==> config.mk <==
export PLATFORM = sky130hd
export DESIGN_NAME = product_accumulator_flat
export DESIGN_NICKNAME = d
export VERILOG_FILES = /design/src/rtl/product_accumulator_if.sv /design/src/rtl/product_accumulator.sv /design/src/flat_wrapper.sv
export SDC_FILE = /design/constraint.sdc
export NUM_CORES = 1
export LEC_CHECK = 0
export ABC_AREA = 1
export ABC_CLOCK_PERIOD_IN_PS = 1900
export CAP_MARGIN = 20
export CELL_PAD_IN_SITES_DETAIL_PLACEMENT = 2
export CELL_PAD_IN_SITES_GLOBAL_PLACEMENT = 2
export CORE_MARGIN = 2
export CORE_UTILIZATION = 32
export DETAILED_ROUTE_END_ITERATION = 8
export DONT_BUFFER_PORTS = 1
export PLACE_DENSITY = 0.74
export SLEW_MARGIN = 20
export SYNTH_ARGS = -nofsm -noshare
export SYNTH_HDL_FRONTEND = slang
export SYNTH_SLANG_ARGS = --single-unit
export TNS_END_PERCENT = 50
==> constraint.sdc <==
create_clock -name clk -period 1.9 [get_ports clk]
set_input_delay 0.38 -clock clk [delete_from_list [all_inputs] [get_ports clk]]
set_output_delay 0.38 -clock clk [all_outputs]
set_load 0.05 [all_outputs]
==> src/rtl/product_accumulator_if.sv <==
// ============================================================================
// product_accumulator_if : product-in / frame-sum-out handshake bundle
// Revision: 1.0
// ============================================================================
`default_nettype none

interface product_accumulator_if #(
  parameter int PROD_W = 16,
  parameter int ACC_W  = 24
);
  logic              in_valid;
  logic              in_ready;
  logic [PROD_W-1:0] in_product;
  logic              out_valid;
  logic              out_ready;
  logic [ACC_W-1:0]  out_sum;
  logic              out_overflow;

  // master: upstream producer plus downstream consumer side
  modport master (
    output in_valid,
    output in_product,
    output out_ready,
    input  in_ready,
    input  out_valid,
    input  out_sum,
    input  out_overflow
  );

  // slave: the accumulator itself
  modport slave (
    input  in_valid,
    input  in_product,
    input  out_ready,
    output in_ready,
    output out_valid,
    output out_sum,
    output out_overflow
  );
endinterface

`default_nettype wire

==> src/rtl/product_accumulator.sv <==
// ============================================================================
// product_accumulator : sums COUNT unsigned products per frame, holds result
// Revision: 1.0
// ============================================================================
`default_nettype none

module product_accumulator #(
  parameter int PROD_W = 16,
  parameter int ACC_W  = 24,
  parameter int COUNT  = 8
) (
  input  logic                 clk,
  input  logic                 rst_n,
  input  logic                 clear,
  product_accumulator_if.slave bus,
  output logic                 busy,
  output logic [7:0]           count
);

  typedef enum logic [1:0] {
    IDLE  = 2'd0,
    ACCUM = 2'd1,
    HOLD  = 2'd2
  } state_t;

  localparam logic [7:0] C_LAST = 8'(COUNT);

  generate
    if (ACC_W < PROD_W || COUNT < 1 || COUNT > 255) begin : g_bad_params
      $error("product_accumulator: illegal ACC_W/PROD_W/COUNT combination");
    end
  endgenerate

  state_t           state_q;
  logic [ACC_W-1:0] acc_q;
  logic [ACC_W-1:0] out_sum_q;
  logic             ovf_q;
  logic             out_valid_q;
  logic [7:0]       count_q;

  logic             accept;
  logic             handoff;
  logic [ACC_W-1:0] prod_ext;
  logic [ACC_W:0]   acc_sum_d;

  assign bus.in_ready = (state_q != HOLD);
  assign accept       = bus.in_valid & bus.in_ready;
  assign handoff      = out_valid_q & bus.out_ready;
  assign prod_ext     = ACC_W'(bus.in_product);
  // extra top bit captures the carry that leaves the accumulator width
  assign acc_sum_d    = {1'b0, acc_q} + {1'b0, prod_ext};

  always_ff @(posedge clk or negedge rst_n) begin
    if (!rst_n) begin
      state_q     <= IDLE;
      acc_q       <= '0;
      out_sum_q   <= '0;
      ovf_q       <= 1'b0;
      out_valid_q <= 1'b0;
      count_q     <= '0;
    end else if (clear) begin
      state_q     <= IDLE;
      acc_q       <= '0;
      ovf_q       <= 1'b0;
      out_valid_q <= 1'b0;
      count_q     <= '0;
    end else begin
      case (state_q)
        IDLE: begin
          if (accept) begin
            acc_q   <= prod_ext;
            ovf_q   <= 1'b0;
            count_q <= 8'd1;
            if (C_LAST == 8'd1) begin
              state_q     <= HOLD;
              out_valid_q <= 1'b1;
              out_sum_q   <= prod_ext;
            end else begin
              state_q <= ACCUM;
            end
          end
        end
        ACCUM: begin
          if (accept) begin
            acc_q   <= acc_sum_d[ACC_W-1:0];
            ovf_q   <= ovf_q | acc_sum_d[ACC_W];
            count_q <= count_q + 8'd1;
            if (count_q + 8'd1 == C_LAST) begin
              state_q     <= HOLD;
              out_valid_q <= 1'b1;
              out_sum_q   <= acc_sum_d[ACC_W-1:0];
            end
          end
        end
        HOLD: begin
          if (handoff) begin
            state_q     <= IDLE;
            out_valid_q <= 1'b0;
            acc_q       <= '0;
            count_q     <= '0;
          end
        end
        default: state_q <= IDLE;
      endcase
    end
  end

  assign bus.out_valid    = out_valid_q;
  assign bus.out_sum      = out_sum_q;
  assign bus.out_overflow = ovf_q;
  assign busy             = (state_q == ACCUM);
  assign count            = count_q;

endmodule

`default_nettype wire

==> src/flat_wrapper.sv <==
// flat-port wrapper written by rule: the top's interface ports become plain ports
module product_accumulator_flat 
#(
  parameter int PROD_W = 16,
  parameter int ACC_W  = 24,
  parameter int COUNT  = 8
)
  (clk, rst_n, clear, busy, count, bus_in_valid, bus_in_product, bus_out_ready, bus_in_ready, bus_out_valid, bus_out_sum, bus_out_overflow);
  product_accumulator_if #(.PROD_W(PROD_W), .ACC_W(ACC_W)) bus_i ();
  input  logic clk;
  input  logic rst_n;
  input  logic clear;
  output logic busy;
  output logic [7:0] count;
  input wire logic [$bits(bus_i.in_valid)-1:0] bus_in_valid;
  input wire logic [$bits(bus_i.in_product)-1:0] bus_in_product;
  input wire logic [$bits(bus_i.out_ready)-1:0] bus_out_ready;
  output wire logic [$bits(bus_i.in_ready)-1:0] bus_in_ready;
  output wire logic [$bits(bus_i.out_valid)-1:0] bus_out_valid;
  output wire logic [$bits(bus_i.out_sum)-1:0] bus_out_sum;
  output wire logic [$bits(bus_i.out_overflow)-1:0] bus_out_overflow;
  assign bus_i.in_valid = bus_in_valid;
  assign bus_i.in_product = bus_in_product;
  assign bus_i.out_ready = bus_out_ready;
  assign bus_in_ready = bus_i.in_ready;
  assign bus_out_valid = bus_i.out_valid;
  assign bus_out_sum = bus_i.out_sum;
  assign bus_out_overflow = bus_i.out_overflow;
  product_accumulator #(.PROD_W(PROD_W), .ACC_W(ACC_W), .COUNT(COUNT)) u_core (.clk(clk), .rst_n(rst_n), .clear(clear), .bus(bus_i), .busy(busy), .count(count));
endmodule
==> impl_metrics.toml <==
[worst_setup_path]
worst_setup_path_end_kind = "register"
worstSetupStartpointType = "register"
worstSetupPathType = "reg -> reg"
crit_required_ns = 2.13
cp_data_arrival_time_ns = 2.37
crit_fanout = 4

[routing]
ant_nets = 0
drc = 0
num_vias = 4720
wl_mm = 21.6
drt_iter0_drc = 218
via_per_inst = 5.34
routedWlPerCell_um = 24.4
drtPass1Iterations = 4

[floorplan]
die-area_um2 = 13800
core_area_um2 = 12600
start_util = 0.327
num_rows = 41
dieWidth_um = 118
chipHeight_um = 118
ios = 57

[timing]
setup_tns_ns = -1.92
tightest_slew_ns = 0.579
skew_ns = 0.00754
report.final.slew_viol_count = 0
final_hold_viol_count = 0
setup_ws_ns = -0.242
clock.fmax_ghz = 0.467
rsz0062_at_grt = "yes"
layout_min_cycle_time_ns = 2.14
setup_viol = 42
relSlewSlack = 0.614
fin_crit_sh = 1.13

[place]
gp_congestion = 0.813
io_buffers = 0
dp_hpwl_mm = 11.2

[layout]
nets = 750
fillers = 1443
drive_gt1_frac = 0.312
multiInputGateArea_um2 = 2890
seqCellArea_um2 = 1510
areaGrowthSynthToFinish_pct = 47.4
diodes = 0

[pwr]
leakagePower_uw = 0.00313
ir_worst_vdd_uv = 655
total_power_uw = 8970
powerDensity_nw_per_um2 = 1470

[clock_network]
cts_max_path_buffers = 2
cts_made_buffers = 9
cts.sinks = 60
path_clk_slew_ns = 0.06
h-tree-depth = 3
clockRootBuffer = "clkbuf_16"
cts_tree = "done"
worstSkewPairLatency_ns = 0.36

[synthesis]
syn_avg_cell_area_um2 = 6.62
synth_cell_type_count = 29
synthCells = 624
netlist_area_um2 = 4130
synth_warnings = 0
ys_seq_area_frac = 0.363
synth_seq_cells = 60
synth_fp_nets = 667

[status]
status = "finished, violations left"
failed_checks = "setup timing"

[run]
drv_cap = 0

[global_route]
antenna_found_initial = 0
grt_pass1_wl_mm = 25.6
grt_max_degree = 61
grt_overflow = 0
first_global_vias = 5025
gr-usage-all-layers = 0.233

[hold_path]
min-delay-path-class = "in -> reg"
## power breakdown
| part | internal, uW | switching, uW |
|---|---|---|
| sequential | 1480 | 229 |
| combinational | 2040 | 3220 |
| clock | 1320 | 685 |
## flip-flops by register name, indices dropped and copies added (netlist names)
name,count
u_core.bus.out_sum,24
u_core.bus.out_overflow,1
u_core.bus.out_valid,1
u_core.state_q,2
u_core.count,8
u_core.acc_q,24
## area by class of cell
class                      instances  share of cell area
timing repair buffer              80               0.128
inverter                          87              0.0569
multi-input combinational        469               0.475
clock buffer                      10              0.0392
sequential                        60               0.247
tap                              172              0.0353
clock inverter                     6              0.0183
## cell usage after synthesis
cell / n / area [um2]
a21oi_1: 11 / 55.1
a22o_1: 2 / 17.5
buf_2: 3 / 15.0
buf_6: 2 / 22.5
clkbuf_1: 3 / 11.3
dfrtp_1: 60 / 1500
fa_1: 1 / 20.0
ha_1: 21 / 263
inv_1: 84 / 315
inv_2: 2 / 7.51
inv_4: 1 / 6.26
nand2_1: 279 / 1050
nand2_2: 2 / 12.5
nand3_1: 45 / 225
nand3_2: 1 / 10.0
nand3b_1: 7 / 52.6
nand4_1: 8 / 50.1
nor2_1: 32 / 120
nor2_4: 4 / 45.0
nor3_1: 8 / 40.0
nor3_2: 1 / 10.0
o211ai_1: 1 / 7.51
o21ai_0: 18 / 90.1
o21ai_1: 12 / 60.1
o221ai_1: 1 / 8.76
o22ai_1: 4 / 25.0
or2_2: 1 / 6.26
xnor2_1: 5 / 43.8
xor2_1: 5 / 43.8
## cell families after synthesis
| family | Yosys count | share of synthesized area |
|---|---|---|
| simple gates | 388 | 0.392 |
| buf+inv | 95 | 0.0914 |
| flops | 60 | 0.363 |
| compound gates | 49 | 0.0639 |
| fa+ha+maj | 22 | 0.0684 |
| xor+xnor | 10 | 0.0212 |
## placed cells by master (no fill, tap or decap), types with 2 or more instances in the layout
cell and instances:
inv_4 2, clkbuf_16 12, inv_2 8, nand2_2 29, nor2_2 7, xnor2_2 2, dfrtp_2 4, nor3_2 2
a22o_1 2, o21ai_2 4, xor2_1 4, nand4_1 8, nand2_1 237, nand2_4 15, o22ai_1 3, nand3_1 32
nor3_4 4, nand3_2 11, ha_4 17, nand3_4 3, dfrtp_1 56, inv_1 74, bufinv_16 3, xnor2_1 3
clkinvlp_4 3, a21oi_2 4, nor2_1 22, buf_4 63, ha_1 3, nand3b_1 7, o21ai_1 13, a21oi_1 7
nor2_4 7, o21ai_0 13, nor3_1 3, buf_6 5, buf_12 7
## worst max-delay path: stages (launching register included)
cell,delay [ns]
dfrtp_1,0.43
ha_4,0.33
nand2_1,0.12
buf_4,0.18
nor3_4,0.26
nand2_1,0.15
nand2_1,0.10
nand2_1,0.10
nand3_1,0.10
nand2_1,0.07
nand2_1,0.07
nand2_1,0.09
## path summary, 6_finish.rpt
kind,start,to,slack [ns],depth (start not counted)
setup reg to reg,u_core.acc_q[7]$_DFFE_PN0P_,u_core.acc_q[14]$_DFFE_PN0P_,-0.24,11
hold / removal,bus_in_product[0],u_core.acc_q[0]$_DFFE_PN0P_,0.19,2
hold reg to reg,u_core.acc_q[2]$_DFFE_PN0P_,u_core.acc_q[2]$_DFFE_PN0P_,0.54,1
max in group asynchronous,rst_n,u_core.count[0]$_DFFE_PN0P_,1.00,2
setup / recovery,u_core.acc_q[7]$_DFFE_PN0P_,u_core.acc_q[14]$_DFFE_PN0P_,-0.24,11
min in group asynchronous,rst_n,u_core.acc_q[6]$_DFFE_PN0P_,0.61,2
## timing repair
action,4_1_cts,5_1_grt
pin swaps,13,36
buffers inserted,5,16
endpoints found under the hold margin,60,0
setup endpoints to repair,57,58
hold buffers,2,0
resized for setup,40,122
cloned,0,4
## metal layers
metal | track usage | wire [um] | vias up
met5 | 0 | 0 | -
met4 | 0.0738 | 901 | 0
met3 | 0.0635 | 805 | 59
met2 | 0.414 | 11600 | 118
met1 | 0.270 | 8280 | 2424
li1 | - | - | 2119
## stage by stage
stage,hold WS (ns),std cells,instance area [um2],setup slack [ns],utilization
2_1_floorplan,0.0844,624,4150,0.0431,-
4_1_cts,0.187,864,5350,-0.0390,0.424
3_5_place_dp,0.0871,841,4750,-0.256,0.376
3_3_place_gp,0.0871,841,4750,-0.147,0.376
6_report,0.187,884,6090,-0.242,0.483
5_1_grt,0.212,884,6090,-0.282,0.483
Note: power is estimated with default switching activity, not from simulation.
